$ cat src/rtl/tour_cmd.sv
// tour_cmd
// ---------------------------------------------------------------------------
// Replays a solved knight's tour as motion commands to the command processor.
// Each knight move becomes two commands: a vertical leg (opcode 4'h4) followed
// by a horizontal leg with fanfare (opcode 4'h5). While no tour is replaying,
// UART-wrapper commands pass straight through to the command processor.
//
// Ports
//   clk, rst_n        : clock, asynchronous active-low reset
//   start_tour        : one-cycle pulse that begins a replay
//   move [7:0]        : one-hot move for the current mv_indx (comb. from solver)
//   mv_indx [4:0]     : index into the solver move list
//   cmd_UART [15:0]   : command from the UART wrapper
//   cmd_rdy_UART      : UART command valid
//   clr_cmd_rdy_UART  : acknowledge back to the UART wrapper
//   cmd [15:0]        : command to the command processor
//   cmd_rdy           : cmd valid
//   clr_cmd_rdy       : command processor accepted cmd
//   send_resp         : command processor finished executing a command
//   resp [7:0]        : response byte to the UART wrapper
//   tour_active       : replay in progress
// ---------------------------------------------------------------------------
module tour_cmd #(
    parameter int NUM_MOVES = 24
) (
    input  logic        clk,
    input  logic        rst_n,
    input  logic        start_tour,
    input  logic [7:0]  move,
    output logic [4:0]  mv_indx,
    input  logic [15:0] cmd_UART,
    input  logic        cmd_rdy_UART,
    output logic        clr_cmd_rdy_UART,
    output logic [15:0] cmd,
    output logic        cmd_rdy,
    input  logic        clr_cmd_rdy,
    input  logic        send_resp,
    output logic [7:0]  resp,
    output logic        tour_active
);

    localparam logic [4:0] LAST_IDX = 5'(NUM_MOVES - 1);

    localparam logic [3:0] OP_MOVE    = 4'h4;
    localparam logic [3:0] OP_FANFARE = 4'h5;
    localparam logic [7:0] HDG_NORTH  = 8'h00;
    localparam logic [7:0] HDG_WEST   = 8'h3F;
    localparam logic [7:0] HDG_SOUTH  = 8'h7F;
    localparam logic [7:0] HDG_EAST   = 8'hBF;
    localparam logic [7:0] RESP_DONE  = 8'hA5;
    localparam logic [7:0] RESP_BUSY  = 8'h5A;

    typedef enum logic [2:0] {
        ST_IDLE   = 3'd0,
        ST_VERT   = 3'd1,
        ST_WAIT_V = 3'd2,
        ST_HORZ   = 3'd3,
        ST_WAIT_H = 3'd4
    } state_t;

    state_t      state_r;
    state_t      state_nxt_s;
    logic [4:0]  mv_indx_r;
    logic [4:0]  mv_indx_nxt_s;
    logic        move_vld_s;
    logic        last_move_s;
    logic [15:0] vert_cmd_s;
    logic [15:0] horz_cmd_s;

    // Position of the lowest set bit; a non-one-hot move decodes as that bit.
    function automatic logic [2:0] lowest_bit(input logic [7:0] mv);
        logic [2:0] idx;
        idx = 3'd0;
        for (int b = 7; b >= 0; b--) begin
            if (mv[b]) begin
                idx = 3'(b);
            end
        end
        return idx;
    endfunction

    // Vertical leg of a knight move: N1, N2, S1 or S2.
    function automatic logic [15:0] decode_vert(input logic [7:0] mv);
        logic [15:0] c;
        case (lowest_bit(mv))
            3'd0, 3'd3: c = {OP_MOVE, HDG_NORTH, 4'd1};
            3'd1, 3'd2: c = {OP_MOVE, HDG_NORTH, 4'd2};
            3'd4, 3'd7: c = {OP_MOVE, HDG_SOUTH, 4'd1};
            3'd5, 3'd6: c = {OP_MOVE, HDG_SOUTH, 4'd2};
            default:    c = {OP_MOVE, HDG_NORTH, 4'd0};
        endcase
        return c;
    endfunction

    // Horizontal leg of a knight move (with fanfare): E1, E2, W1 or W2.
    function automatic logic [15:0] decode_horz(input logic [7:0] mv);
        logic [15:0] c;
        case (lowest_bit(mv))
            3'd0, 3'd7: c = {OP_FANFARE, HDG_EAST, 4'd2};
            3'd1, 3'd6: c = {OP_FANFARE, HDG_EAST, 4'd1};
            3'd2, 3'd5: c = {OP_FANFARE, HDG_WEST, 4'd1};
            3'd3, 3'd4: c = {OP_FANFARE, HDG_WEST, 4'd2};
            default:    c = {OP_FANFARE, HDG_EAST, 4'd0};
        endcase
        return c;
    endfunction

    // Move decode; move == 0 marks the end of the solved list.
    always_comb begin
        move_vld_s  = (move != 8'h00);
        last_move_s = (mv_indx_r == LAST_IDX);
        vert_cmd_s  = decode_vert(move);
        horz_cmd_s  = decode_horz(move);
    end

    // State and move-index registers.
    always_ff @(posedge clk or negedge rst_n) begin
        if (!rst_n) begin
            state_r   <= ST_IDLE;
            mv_indx_r <= 5'd0;
        end else begin
            state_r   <= state_nxt_s;
            mv_indx_r <= mv_indx_nxt_s;
        end
    end

    // Next-state logic. send_resp only matters in the WAIT states, so a
    // response coinciding with clr_cmd_rdy in VERT/HORZ is dropped.
    always_comb begin
        state_nxt_s   = state_r;
        mv_indx_nxt_s = mv_indx_r;
        case (state_r)
            ST_IDLE: begin
                if (start_tour) begin
                    state_nxt_s   = ST_VERT;
                    mv_indx_nxt_s = 5'd0;
                end else begin
                    state_nxt_s = ST_IDLE;
                end
            end
            ST_VERT: begin
                if (!move_vld_s) begin
                    state_nxt_s = ST_IDLE;
                end else if (clr_cmd_rdy) begin
                    state_nxt_s = ST_WAIT_V;
                end else begin
                    state_nxt_s = ST_VERT;
                end
            end
            ST_WAIT_V: begin
                if (send_resp) begin
                    state_nxt_s = ST_HORZ;
                end else begin
                    state_nxt_s = ST_WAIT_V;
                end
            end
            ST_HORZ: begin
                if (!move_vld_s) begin
                    state_nxt_s = ST_IDLE;
                end else if (clr_cmd_rdy) begin
                    state_nxt_s = ST_WAIT_H;
                end else begin
                    state_nxt_s = ST_HORZ;
                end
            end
            ST_WAIT_H: begin
                if (send_resp && last_move_s) begin
                    state_nxt_s = ST_IDLE;
                end else if (send_resp) begin
                    state_nxt_s   = ST_VERT;
                    mv_indx_nxt_s = mv_indx_r + 5'd1;
                end else begin
                    state_nxt_s = ST_WAIT_H;
                end
            end
            default: begin
                state_nxt_s   = ST_IDLE;
                mv_indx_nxt_s = 5'd0;
            end
        endcase
    end

    // Output mux: pass-through when idle, tour commands while replaying.
    always_comb begin
        tour_active      = (state_r != ST_IDLE);
        cmd              = cmd_UART;
        cmd_rdy          = cmd_rdy_UART;
        clr_cmd_rdy_UART = clr_cmd_rdy;
        resp             = RESP_DONE;
        if (tour_active) begin
            // UART command stays pending until the tour finishes.
            clr_cmd_rdy_UART = 1'b0;
            if ((state_r == ST_HORZ) || (state_r == ST_WAIT_H)) begin
                cmd = horz_cmd_s;
            end else begin
                cmd = vert_cmd_s;
            end
            // A zero move aborts without ever raising cmd_rdy.
            cmd_rdy = ((state_r == ST_VERT) || (state_r == ST_HORZ)) && move_vld_s;
            if ((state_r == ST_WAIT_H) && last_move_s) begin
                resp = RESP_DONE;
            end else begin
                resp = RESP_BUSY;
            end
        end else begin
            cmd_rdy = cmd_rdy_UART;
        end
    end

    assign mv_indx = mv_indx_r;

endmodule

$ cat config.mk
export PLATFORM = sky130hd
export DESIGN_NAME = tour_cmd
export DESIGN_NICKNAME = d
export VERILOG_FILES = /design/src/rtl/tour_cmd.sv
export SDC_FILE = /design/constraint.sdc
export NUM_CORES = 1
export LEC_CHECK = 0
export ABC_AREA = 1
export CAP_MARGIN = 20
export CORE_MARGIN = 2
export CORE_UTILIZATION = 37
export CTS_CLUSTER_DIAMETER = 120
export DETAILED_ROUTE_END_ITERATION = 10
export HOLD_SLACK_MARGIN = 0.1
export PLACE_DENSITY = 0.85
export SLEW_MARGIN = 15
export SYNTH_ARGS = -nofsm -noshare
export SYNTH_HDL_FRONTEND = slang
export SYNTH_SLANG_ARGS = --single-unit
$ cat constraint.sdc
create_clock -name clk -period 4.4 [get_ports clk]
set_clock_uncertainty 0.1 [all_clocks]
set_input_delay 0.44 -clock clk [delete_from_list [all_inputs] [get_ports clk]]
set_output_delay 0.44 -clock clk [all_outputs]
set_load 0.01 [all_outputs]
# Word level (Yosys, flattened, before mapping)
# Memories as Yosys holds them, arrays and structs flattened.
# Cells that the tools add are included.
totals:
  mem_count: 2
  output_inout_bits: 32
  in_bits: 30
  register_bits: 8
  rom_bits: 96
op_classes:
  addsub: 1
  eq_ne: 8
  mux: 27
  bitwise_logic: 1
  n_reduce_logical: 10
memory_table:
  columns: ["memory", "words", "word_bits", "rd", "rd_ports_with_merged_regs", "wr", "line", "text"]
  rows:
  - ["(no name shown)", 8, 9, 1, 0, 0, "85", "case (lowest_bit(mv))"]
  - ["(no name shown)", 8, 3, 1, 0, 0, "98", "case (lowest_bit(mv))"]
op_table:
  columns: ["cell", "count"]
  rows:
  - ["$mux 3", 12]
  - ["$mux 16", 2]
  - ["$mux 8", 2]
  - ["$mux 5", 3]
  - ["$pmux 3 s5", 1]
  - ["$pmux 5 s3", 1]
  - ["$reduce_bool 8->1", 1]
  - ["$eq 3x2->1 const B", 2]
  - ["$ne 2x2->1 const B", 3]
  - ["$add 5x1->5 const B", 1]
  - ["$eq 5x5->1 const B", 1]
  - ["$mux 1", 4]
  - ["$mux 2", 2]
  - ["$reduce_and 4->1", 1]
  - ["$eq 3x1->1 const B", 1]
  - ["$eq 3x3->1 const B", 1]
  - ["$logic_and 1x1->1", 3]
  - ["$logic_not 3->1", 1]
  - ["$reduce_bool 3->1", 1]
  - ["$reduce_or 3->1", 1]
  - ["$logic_or 1x1->1", 2]
  - ["$not 1->1", 1]

# Longest topological paths before layout
# An unclocked memory read counts as a cell.
logic_depth:
  ltp_word: 11
  ltp_mapped: 11
  mapped_depth_nobuf: 11

# Least setup slack after synthesis
# No wires, ideal clock.
synth_timing:
  path_kind: "register -> output"
  startpoint: "register mv_indx_r[0], in the netlist mv_indx[0]"
  endpoint: "output resp[2]"
  required_ps: 3860
  arrival_time_ps: 1483
  n_path_buf: 1
  setup_slack_ps: 2377
  path_stages_with_launch: 7
  cell_sequence: "dfrtp_1 ha_1 nand3_1 o21ai_1 nand2_1 inv_1 buf_4"
synth_via:
  elab_chain_cells: 4
synth_lines:
  columns: ["element", "line", "text"]
  rows:
  - ["from (decl)", "63", "logic [4:0] mv_indx_r;"]
  - ["from (signal assigned)", "123", "mv_indx_r <= mv_indx_nxt_s;"]
  - ["$eq 5x5->1", "111", "last_move_s = (mv_indx_r == LAST_IDX);"]
  - ["$logic_and 1x1->1", "200", "if ((state_r == ST_WAIT_H) && last_move_s) begin"]
  - ["$mux 8", "200", null]
  - ["$mux 8", "190", "if (tour_active) begin"]
  - ["to (decl)", "38", "output logic [7:0] resp,"]
# No other way between the ends.

# Final worst setup path
layout_timing:
  startpoint: "input move[0]"
  endpoint: "output cmd[0]"
layout_via:
  elab_chain_cells: 4
layout_lines:
  columns: ["element", "line", "text"]
  rows:
  - ["from (decl)", "29", "input logic [7:0] move,"]
  - ["$mux 3 (*)", "75", "if (mv[b]) begin"]
  - ["$mem_v2 8x9 / $mem_v2 8x3 (equally long branches)", null, null]
  - ["$mux 16 (*)", "193", "if ((state_r == ST_HORZ) || (state_r == ST_WAIT_H)) begin"]
  - ["$mux 16 (*)", "190", null]
  - ["to (decl)", "34", "output logic [15:0] cmd,"]
# Every way passes the cells marked *; elsewhere a longest branch is shown, timed or not.

==> impl_metrics.env <==
export IMPL_initial_core_util=0.392
export IMPL_cp_required_ns=3.86
export IMPL_fin_crit_sh=0.643
export IMPL_cap_violations=0
export IMPL_slew_viol_final=0
export IMPL_syn_area_per_cell_um2=5.87
export IMPL_cts_made_buffers=3
export IMPL_place_ws_ns=1.59
export IMPL_core_area_um2=2230
export IMPL_synth_cell_types=24
export IMPL_cts_root_buf="clkbuf_4"
export IMPL_io_buffers=61
export IMPL_drtIter0Drc=13
export IMPL_synth_seq_cells=8
export IMPL_syn_area_um2=875
export IMPL_grt_start_max_net_pins=15
export IMPL_clkLatencyLatePin_ns=0.25
export IMPL_ctsResizeCount=0
export IMPL_grt_pass1_wl_mm=4.34
export IMPL_drive_above_1_share=0.0971
export IMPL_drt_pass1_iterations=4
export IMPL_die_y_um=52.6
export IMPL_grt_busiest_layer="met2"
export IMPL_synth_top_area_frac=0.229
export IMPL_syn_num_nets=180
export IMPL_overflow=0
export IMPL_final_min_clock_period_ns=2.83
export IMPL_hold_viol=0
export IMPL_via_count=1134
export IMPL_synthArstFlopShare=1.00
export IMPL_setup_viol=0
export IMPL_vias_per_cell=4.85
export IMPL_rsz0062_at_grt="false"
export IMPL_die_x_um=52.6
export IMPL_synth_area_leaders="dfrtp_1 23%, nand2_1 18%, inv_1 10%"
export IMPL_synthFlopType="dfrtp_1"
export IMPL_yosys_area_top_type="dfrtp_1"
export IMPL_num_nets_final=239
export IMPL_gp_congestion=0.863
export IMPL_synthToLayoutAreaGrowth_pct=70.7
export IMPL_clock_sinks=8
export IMPL_drc_errors=0
export IMPL_use_met2=0.377
export IMPL_cp_max_fo=4
export IMPL_wire_per_inst_um=11.3
export IMPL_clock_path_buffers=2
export IMPL_fmax_mhz=354
export IMPL_ios=62
export IMPL_dieArea_um2=2770
export IMPL_r2r_slack_ns=2.75
export IMPL_endpoint_kind="primary output"
export IMPL_h_tree_depth=1
export IMPL_ir_worst_vdd_mv=0.349
export IMPL_wl_mm=2.65
export IMPL_critPathArrivalTime_ns=2.29
export IMPL_worstMarginPinSlew_ns=0.370
export IMPL_critical_path_class="in -> out"
export IMPL_yosysWarnings=0
export IMPL_clk_pin_slew_ns=0.06
export IMPL_antenna_found_initial=0
export IMPL_postRouteAntennaNets=0
export IMPL_grt_util_met3=0.0429
export IMPL_diodes=0
export IMPL_syn_instance_count=149
export IMPL_netlist_top_cells_count="43 x nand2_1, 24 x inv_1, 16 x nor2_1"
export IMPL_met1_usage=0.223
export IMPL_yosysSeqAreaShare=0.229
export IMPL_final_setup_worst_slack_ns=1.57
export IMPL_num_fill_cells=192
export IMPL_worst_hold_path_type="in -> async"
export IMPL_hold_ws_ns=0.366
export IMPL_synth_edff_count=0
export IMPL_tns_ns=0
export IMPL_yosysMostFrequentCell="nand2_1"
export IMPL_tritoncts="yes"
export IMPL_power_density_nw_per_um2=583
export IMPL_grt_usage=0.206
export IMPL_slew_headroom=0.753
export IMPL_dp_hpwl_mm=2.22
export IMPL_grt_pass1_vias=1036
export IMPL_p_leak_nw=0.739
export IMPL_worst_setup_path_start_kind="input port"
export IMPL_status="complete, no violations"
export IMPL_postCtsSetupBuffers=0
export IMPL_cts_hold_buf=0
export IMPL_rows=17
## placed cells by master (no fill, tap or decap), drive strengths merged
cell / synthesis / layout
a32o: 2 / 2
o32ai: 1 / 1
o21ai: 9 / 9
nand2: 48 / 48
nor2: 17 / 17
nor3: 2 / 2
ha: 1 / 1
or2: 1 / 1
xor2: 1 / 1
inv: 31 / 31
nand4: 2 / 2
nand3: 16 / 16
a21oi: 3 / 3
dfrtp: 8 / 8
clkdlybuf4s50: 0 / 61
clkbuf: 0 / 3
## path summary, 6_finish.rpt
path	from	end	depth (start not counted)
worst min-delay path	rst_n	mv_indx[0]$_DFFE_PN0P_	1
max in group asynchronous	rst_n	state_r[1]$_DFF_PN0_	1
min in group clk	mv_indx[3]$_DFFE_PN0P_	mv_indx[3]$_DFFE_PN0P_	2
worst max register to register	state_r[0]$_DFF_PN0_	mv_indx[2]$_DFFE_PN0P_	10
worst min register to register	mv_indx[3]$_DFFE_PN0P_	mv_indx[3]$_DFFE_PN0P_	2
worst max-delay path	move[0]	cmd[0]	11
## flip-flops by register name, summed over array words and instances, names as in the netlist
signal and flops:
mv_indx 5, state_r 3
## critical path: stages
cell and delay [ns]:
clkdlybuf4s50_1 0.42, nor2_1 0.23, o21ai_0 0.20, nand2_1 0.12
nand2_2 0.05, nand2_2 0.07, inv_2 0.04, nand2_1 0.07
nand3_1 0.06, nand2_1 0.06, clkdlybuf4s50_1 0.52
## final cells by class
| cell class | count | area (um2) | area share |
|---|---|---|---|
| clock buffer | 3 | 22.5 | 0.0151 |
| tap | 28 | 35.0 | 0.0235 |
| inverter | 31 | 116 | 0.0780 |
| timing repair buffer | 61 | 611 | 0.409 |
| multi-input combinational | 103 | 508 | 0.340 |
| sequential | 8 | 200 | 0.134 |
## logic make-up after synthesis
| kind of cell | Yosys count | synth area share |
|---|---|---|
| AO/OA/AOI/OAI | 15 | 0.119 |
| AND/OR/NAND/NOR | 86 | 0.438 |
| flip-flops | 8 | 0.229 |
| XOR/XNOR | 1 | 0.0100 |
| adder cells (fa/ha/maj) | 1 | 0.0143 |
| buffers and inverters | 38 | 0.190 |
## metrics by stage
step	power (mW)	std cells	instance area (um2)	utilization
2_1_floorplan	0.495	149	875	-
3_3_place_gp	0.807	231	1470	0.658
3_5_place_dp	0.820	231	1470	0.658
4_1_cts	0.877	234	1490	0.668
5_1_grt	0.938	234	1490	0.668
6_report	0.870	234	1490	0.668
## power breakdown
| group | internal [mW] | leakage, nW | switching (mW) |
|---|---|---|---|
| clock | 0.0312 | 0.0138 | 0.0248 |
| sequential | 0.0874 | 0.108 | 0.0199 |
| combinational | 0.361 | 0.617 | 0.345 |
| total | 0.480 | 0.739 | 0.390 |
## per-layer routing
layer / wire length, um / vias up
met5: 0 / -
met4: 57 / 0
met3: 196 / 8
met2: 1300 / 46
met1: 1100 / 508
li1: - / 572
(Power assumes the default switching activity.)
